**src/rtl/video_timing_gen.sv**
```systemverilog
`default_nettype none
// ============================================================================
//  Module   : video_timing_gen
//  Purpose  : Parametrised raster timing generator. Walks an (h,v) raster
//             under a pixel clock enable and registers de, hsync, vsync,
//             pixel coordinates and frame/line/programmable-line event pulses.
//  Ports    : clk       - clock
//             rst       - synchronous active-high reset
//             ce        - pixel clock enable (raster advances when 1)
//             irq_line  - line number that raises line_irq at its start
//             de        - active video
//             hsync     - horizontal sync (HS_POL level when active)
//             vsync     - vertical sync (VS_POL level when active)
//             x, y      - raw raster position of the current output pixel
//             sof       - start-of-frame pulse (pixel 0,0)
//             eol       - last active pixel of a visible line
//             line_irq  - pulse at pixel 0 of line irq_line
//             vblank    - vertical blanking (y >= V_ACTIVE)
//  Revision : 1.0 - initial release
// ============================================================================
module video_timing_gen #(
    parameter int H_ACTIVE = 640,
    parameter int H_FP     = 16,
    parameter int H_SYNC   = 96,
    parameter int H_BP     = 48,
    parameter int V_ACTIVE = 480,
    parameter int V_FP     = 10,
    parameter int V_SYNC   = 2,
    parameter int V_BP     = 33,
    parameter bit HS_POL   = 1'b0,
    parameter bit VS_POL   = 1'b0,
    parameter int CNT_W    = 12
) (
    input  logic             clk,
    input  logic             rst,
    input  logic             ce,
    input  logic [CNT_W-1:0] irq_line,
    output logic             de,
    output logic             hsync,
    output logic             vsync,
    output logic [CNT_W-1:0] x,
    output logic [CNT_W-1:0] y,
    output logic             sof,
    output logic             eol,
    output logic             line_irq,
    output logic             vblank
);

    // Raster boundaries, pre-sized to the counter width
    localparam logic [CNT_W-1:0] c_h_act    = CNT_W'(H_ACTIVE);
    localparam logic [CNT_W-1:0] c_h_eol    = CNT_W'(H_ACTIVE - 1);
    localparam logic [CNT_W-1:0] c_hs_start = CNT_W'(H_ACTIVE + H_FP);
    localparam logic [CNT_W-1:0] c_hs_end   = CNT_W'(H_ACTIVE + H_FP + H_SYNC);
    localparam logic [CNT_W-1:0] c_h_last   = CNT_W'(H_ACTIVE + H_FP + H_SYNC + H_BP - 1);
    localparam logic [CNT_W-1:0] c_v_act    = CNT_W'(V_ACTIVE);
    localparam logic [CNT_W-1:0] c_vs_start = CNT_W'(V_ACTIVE + V_FP);
    localparam logic [CNT_W-1:0] c_vs_end   = CNT_W'(V_ACTIVE + V_FP + V_SYNC);
    localparam logic [CNT_W-1:0] c_v_last   = CNT_W'(V_ACTIVE + V_FP + V_SYNC + V_BP - 1);

    logic [CNT_W-1:0] r_h;
    logic [CNT_W-1:0] r_v;

    logic [CNT_W-1:0] w_h_next;
    logic [CNT_W-1:0] w_v_next;
    logic             w_h_wrap;
    logic             w_de;
    logic             w_hs_act;
    logic             w_vs_act;
    logic             w_vblank;
    logic             w_sof;
    logic             w_eol;
    logic             w_irq;

    // Decode of the current raster position; registered on the ce edge
    always_comb begin
        w_h_wrap = (r_h == c_h_last);
        w_h_next = w_h_wrap ? '0 : r_h + 1'b1;
        w_v_next = r_v;
        if (w_h_wrap) begin
            w_v_next = (r_v == c_v_last) ? '0 : r_v + 1'b1;
        end
        w_vblank = (r_v >= c_v_act);
        w_de     = (r_h < c_h_act) && !w_vblank;
        w_hs_act = (r_h >= c_hs_start) && (r_h < c_hs_end);
        // vsync is decoded from v only, so its edges fall on h=0
        w_vs_act = (r_v >= c_vs_start) && (r_v < c_vs_end);
        w_sof    = (r_h == '0) && (r_v == '0);
        w_eol    = (r_h == c_h_eol) && !w_vblank;
        // A line number beyond the raster is simply never matched
        w_irq    = (r_h == '0) && (r_v == irq_line);
    end

    always_ff @(posedge clk) begin
        if (rst) begin
            r_h      <= '0;
            r_v      <= '0;
            de       <= 1'b0;
            hsync    <= ~HS_POL;
            vsync    <= ~VS_POL;
            x        <= '0;
            y        <= '0;
            sof      <= 1'b0;
            eol      <= 1'b0;
            line_irq <= 1'b0;
            vblank   <= 1'b0;
        end else if (ce) begin
            r_h      <= w_h_next;
            r_v      <= w_v_next;
            de       <= w_de;
            hsync    <= w_hs_act ? HS_POL : ~HS_POL;
            vsync    <= w_vs_act ? VS_POL : ~VS_POL;
            x        <= r_h;
            y        <= r_v;
            sof      <= w_sof;
            eol      <= w_eol;
            line_irq <= w_irq;
            vblank   <= w_vblank;
        end else begin
            // Levels hold; event pulses drop so each is one clk wide
            sof      <= 1'b0;
            eol      <= 1'b0;
            line_irq <= 1'b0;
        end
    end

endmodule
`default_nettype wire

```
**config.mk**
```make
export PLATFORM = sky130hd
export DESIGN_NAME = video_timing_gen
export DESIGN_NICKNAME = d
export VERILOG_FILES = /design/src/rtl/video_timing_gen.sv
export SDC_FILE = /design/constraint.sdc
export NUM_CORES = 1
export LEC_CHECK = 0
export ABC_AREA = 0
export BUFFER_PORTS_ARGS = -buffer_cell sky130_fd_sc_hd__buf_2
export CELL_PAD_IN_SITES_DETAIL_PLACEMENT = 1
export CELL_PAD_IN_SITES_GLOBAL_PLACEMENT = 1
export CORE_ASPECT_RATIO = 1.75
export CORE_MARGIN = 2
export CORE_UTILIZATION = 29
export CTS_BUF_LIST = sky130_fd_sc_hd__clkbuf_4 sky130_fd_sc_hd__clkbuf_8
export DETAILED_ROUTE_END_ITERATION = 7
export PLACE_DENSITY = 0.67
export SLEW_MARGIN = 20
export SYNTH_ARGS = -nofsm -noshare
export SYNTH_HDL_FRONTEND = slang
export SYNTH_SLANG_ARGS = --single-unit
```
**constraint.sdc**
```tcl
create_clock -name clk -period 2.91 [get_ports clk]
set_input_delay 0.291 -clock clk [delete_from_list [all_inputs] [get_ports clk]]
set_output_delay 0.291 -clock clk [all_outputs]
set_load 0.05 [all_outputs]
```
==> results_dict.tcl <==
set metrics [dict create \
    period_needed_ns 2.08 \
    die_w_um 75.9 \
    r2r_slack_ns 0.83 \
    status "finished, final reports clean" \
    ctsResizeCount 0 \
    worstHoldEndpoint "line_irq" \
    crit_path_start "r_v[0]" \
    netSwitchingPower_uw 314 \
    holdPathStages 4 \
    grt_pass1_vias 2196 \
    crit-reg2reg-capture "r_v[7]" \
    port_buffers 45 \
    r2r_start "r_v[0]" \
    synth_area_um2 2620 \
    antenna_found_initial 0 \
    core_area_um2 8730 \
    finalInstanceArea_um2 2980 \
    worstSetupStartpointType "flip-flop" \
    critPathMaxStageDelay_ns 0.53 \
    ctsHoldBuffers 0 \
    finalSetupTns_ns 0 \
    synth.avg_cell_area_um2 9.13 \
    cts_sinks 55 \
    dp_worst_setup_slack_ns 0.830 \
    peakVddDrop_v 0.000251 \
    start_util_pct 30.0 \
    synth_nets 306 \
    fillers 1012 \
    area_growth_syn_to_layout_pct 13.7 \
    final-setup-viol-count 0 \
    rsz0062_at_grt "no" \
    vias_per_cell 5.02 \
    drive_above_1_share_pct 21.6 \
    placedInstanceArea_um2 2890 \
    pwr-share-seq_pct 59.5 \
    core.rowCount 45 \
    fin_skew_ns 0.0126 \
    synth-seq-area-share_pct 42.0 \
    p_leak_nw 1.18 \
    cts_tree "done" \
    htreeDepth 2 \
    cpMaxStageDelayCell "dfxtp_1" \
    routedWlPerCell_um 15.9 \
    placedCellCount 428 \
    drc_errors 0 \
    fin_util_pct 34.2 \
    netlist.area_leader.share_pct 42.0 \
    ys_seq_elements 55 \
    use_met2_pct 28.8 \
    grt.met3_usage_pct 2.70 \
    grt_usage_pct 15.5 \
    worst_pin_slew_ns 0.694 \
    ys_types 45 \
    grt_max_degree 34 \
    grt_use_met1_pct 16.4 \
    clkLatencyLatePin_ns 0.32 \
    die_area_um2 9850 \
    fin_ws_ns 0.827 \
    layout_commonest_cell "dfxtp_1" \
    synth_cells 287 \
    ys_warn_count 0 \
    top_usage_layer "met2" \
    finalNonFillerCells 436 \
    finalMaxSlewViolations 0 \
    routabilityCongestion 0.802 \
    pwr-share-clk_pct 33.7 \
    drt_iter0_markers 135 \
    ant_nets 0 \
    cp_cell_sequence "inv_1 -> ha_1 -> nor4b_2 -> a41oi_2 -> nand2b_4 -> o41ai_1" \
    worst_ep_arrival_time_ns 2.31 \
    timing.fmax_mhz 480 \
    worstSetupPathType "reg2reg" \
    nNetsFinal 337 \
    cts_made_buffers 5 \
    cts.path.max_buffers 2 \
    synth_edf_count 0 \
    globalRoute.totalOverflow 0 \
    diodes 0 \
    internal_power_uw 967 \
    fin_crit_sh_pct 71.6 \
    post_cts_buffers 0 \
    hold_path.class "in2reg" \
    final_cell_mix "dfxtp_1, buf_2, nor2_1, mux2i_1, nand2_1" \
    synth_area_leaders "dfxtp_1, mux2i_1, xnor2_1" \
    yosysTopAreaCell "dfxtp_1" \
    drtPass1Iterations 4 \
    p_sw_share_pct 24.5 \
    power.density_nw_per_um2 430 \
    hp-start "irq_line[4]" \
    worstRegToRegCells 6 \
    clock-root-buffer "clkbuf_8" \
    cp.required_ns 3.14 \
    grt_pass1_wl_mm 11.4 \
    vias 2189 \
    p_comb_share_pct 6.8 \
    maxCapViolCount 0 \
    path_max_fanout 11 \
    wl_mm 6.95 \
    cp-end-kind "flip-flop" \
    synthFlopType "dfxtp_1" \
    ios 46 \
    die_height_um 130 \
    dp_hpwl_mm 5.33 \
    finalHoldViolCount 0 \
    path_clk_slew_ns 0.10 \
    synth-async-reset-ratio_pct 0 \
    relSlewSlack_pct 53.1 \
]
[power groups by stage]
stage,logic (mW),clock network (mW),registers (mW)
floorplan,0.0498,0,0.792
global placement,0.0863,0,0.780
detailed placement,0.0879,0,0.780
CTS,0.0881,0.451,0.763
global route,0.0949,0.478,0.764
finish,0.0867,0.431,0.763
[synthesized netlist by cell type (5+ instances only)]
cell	count
nand3_1	11
nor3_1	5
o31ai_2	5
nand4_1	11
clkbuf_1	8
dfxtp_1	55
nor4_1	6
nor2_1	37
o21ai_0	5
inv_1	10
o211ai_1	6
buf_2	10
nand2_1	23
mux2i_1	23
xnor2_1	17
[worst max path at each step]
stage / endpoint / slack [ns] / cells after the start
6_report: r_v[7] / 0.83 / 6
5_1_grt: r_v[7] / 0.66 / 6
4_1_cts: r_v[7] / 0.80 / 6
3_5_place_dp: r_v[7] / 0.83 / 6
3_3_place_gp: r_v[7] / 0.88 / 6
2_1_floorplan: r_v[11] / 1.17 / 8
[layout make-up]
cell class	count	area, um2	area share, %
sequential	55	1100	36.9
tap	117	146	4.91
multi-input combinational	198	1360	45.7
clock buffer	6	76.3	2.56
inverter	11	41.3	1.38
clock inverter	2	12.5	0.420
timing repair buffer	47	240	8.06
[per-stage QoR]
stage          power, mW  hold WS (ns)
2_1_floorplan      0.841         0.473
3_3_place_gp       0.867         0.461
3_5_place_dp       0.868         0.471
4_1_cts             1.30         0.251
5_1_grt             1.34         0.264
6_report            1.28         0.269
[worst max-delay path: cells and delay by family, from the launching register on]
family | cells | cell delay, ns
buffers and inverters | 1 | 0.09
AO/OA/AOI/OAI | 2 | 0.79
AND/OR/NAND/NOR | 2 | 0.38
adder cells (fa/ha/maj) | 1 | 0.20
flip-flops | 1 | 0.53
[per-layer routing]
layer / part of all wire (%) / wire length, um
met3: 2.8 / 198
met5: 0 / 0
met1: 38 / 2650
met2: 57 / 3950
met4: 2.2 / 155
[state kept, by name (all words and copies together), names as in the netlist]
name / cells
de: 1
eol: 1
hsync: 1
line_irq: 1
r_h: 12
r_v: 12
sof: 1
vblank: 1
vsync: 1
x: 12
y: 12
[cells by family after synthesis]
family,Yosys count,synth area share [%]
buffers and inverters,34,5.97
adder cells (fa/ha/maj),4,1.91
multiplexers,23,8.78
XOR/XNOR,21,7.02
AND/OR/NAND/NOR,116,23.9
flip-flops,55,42.0
AO/OA/AOI/OAI,34,10.4
Note: power is estimated with default switching activity, not from simulation.
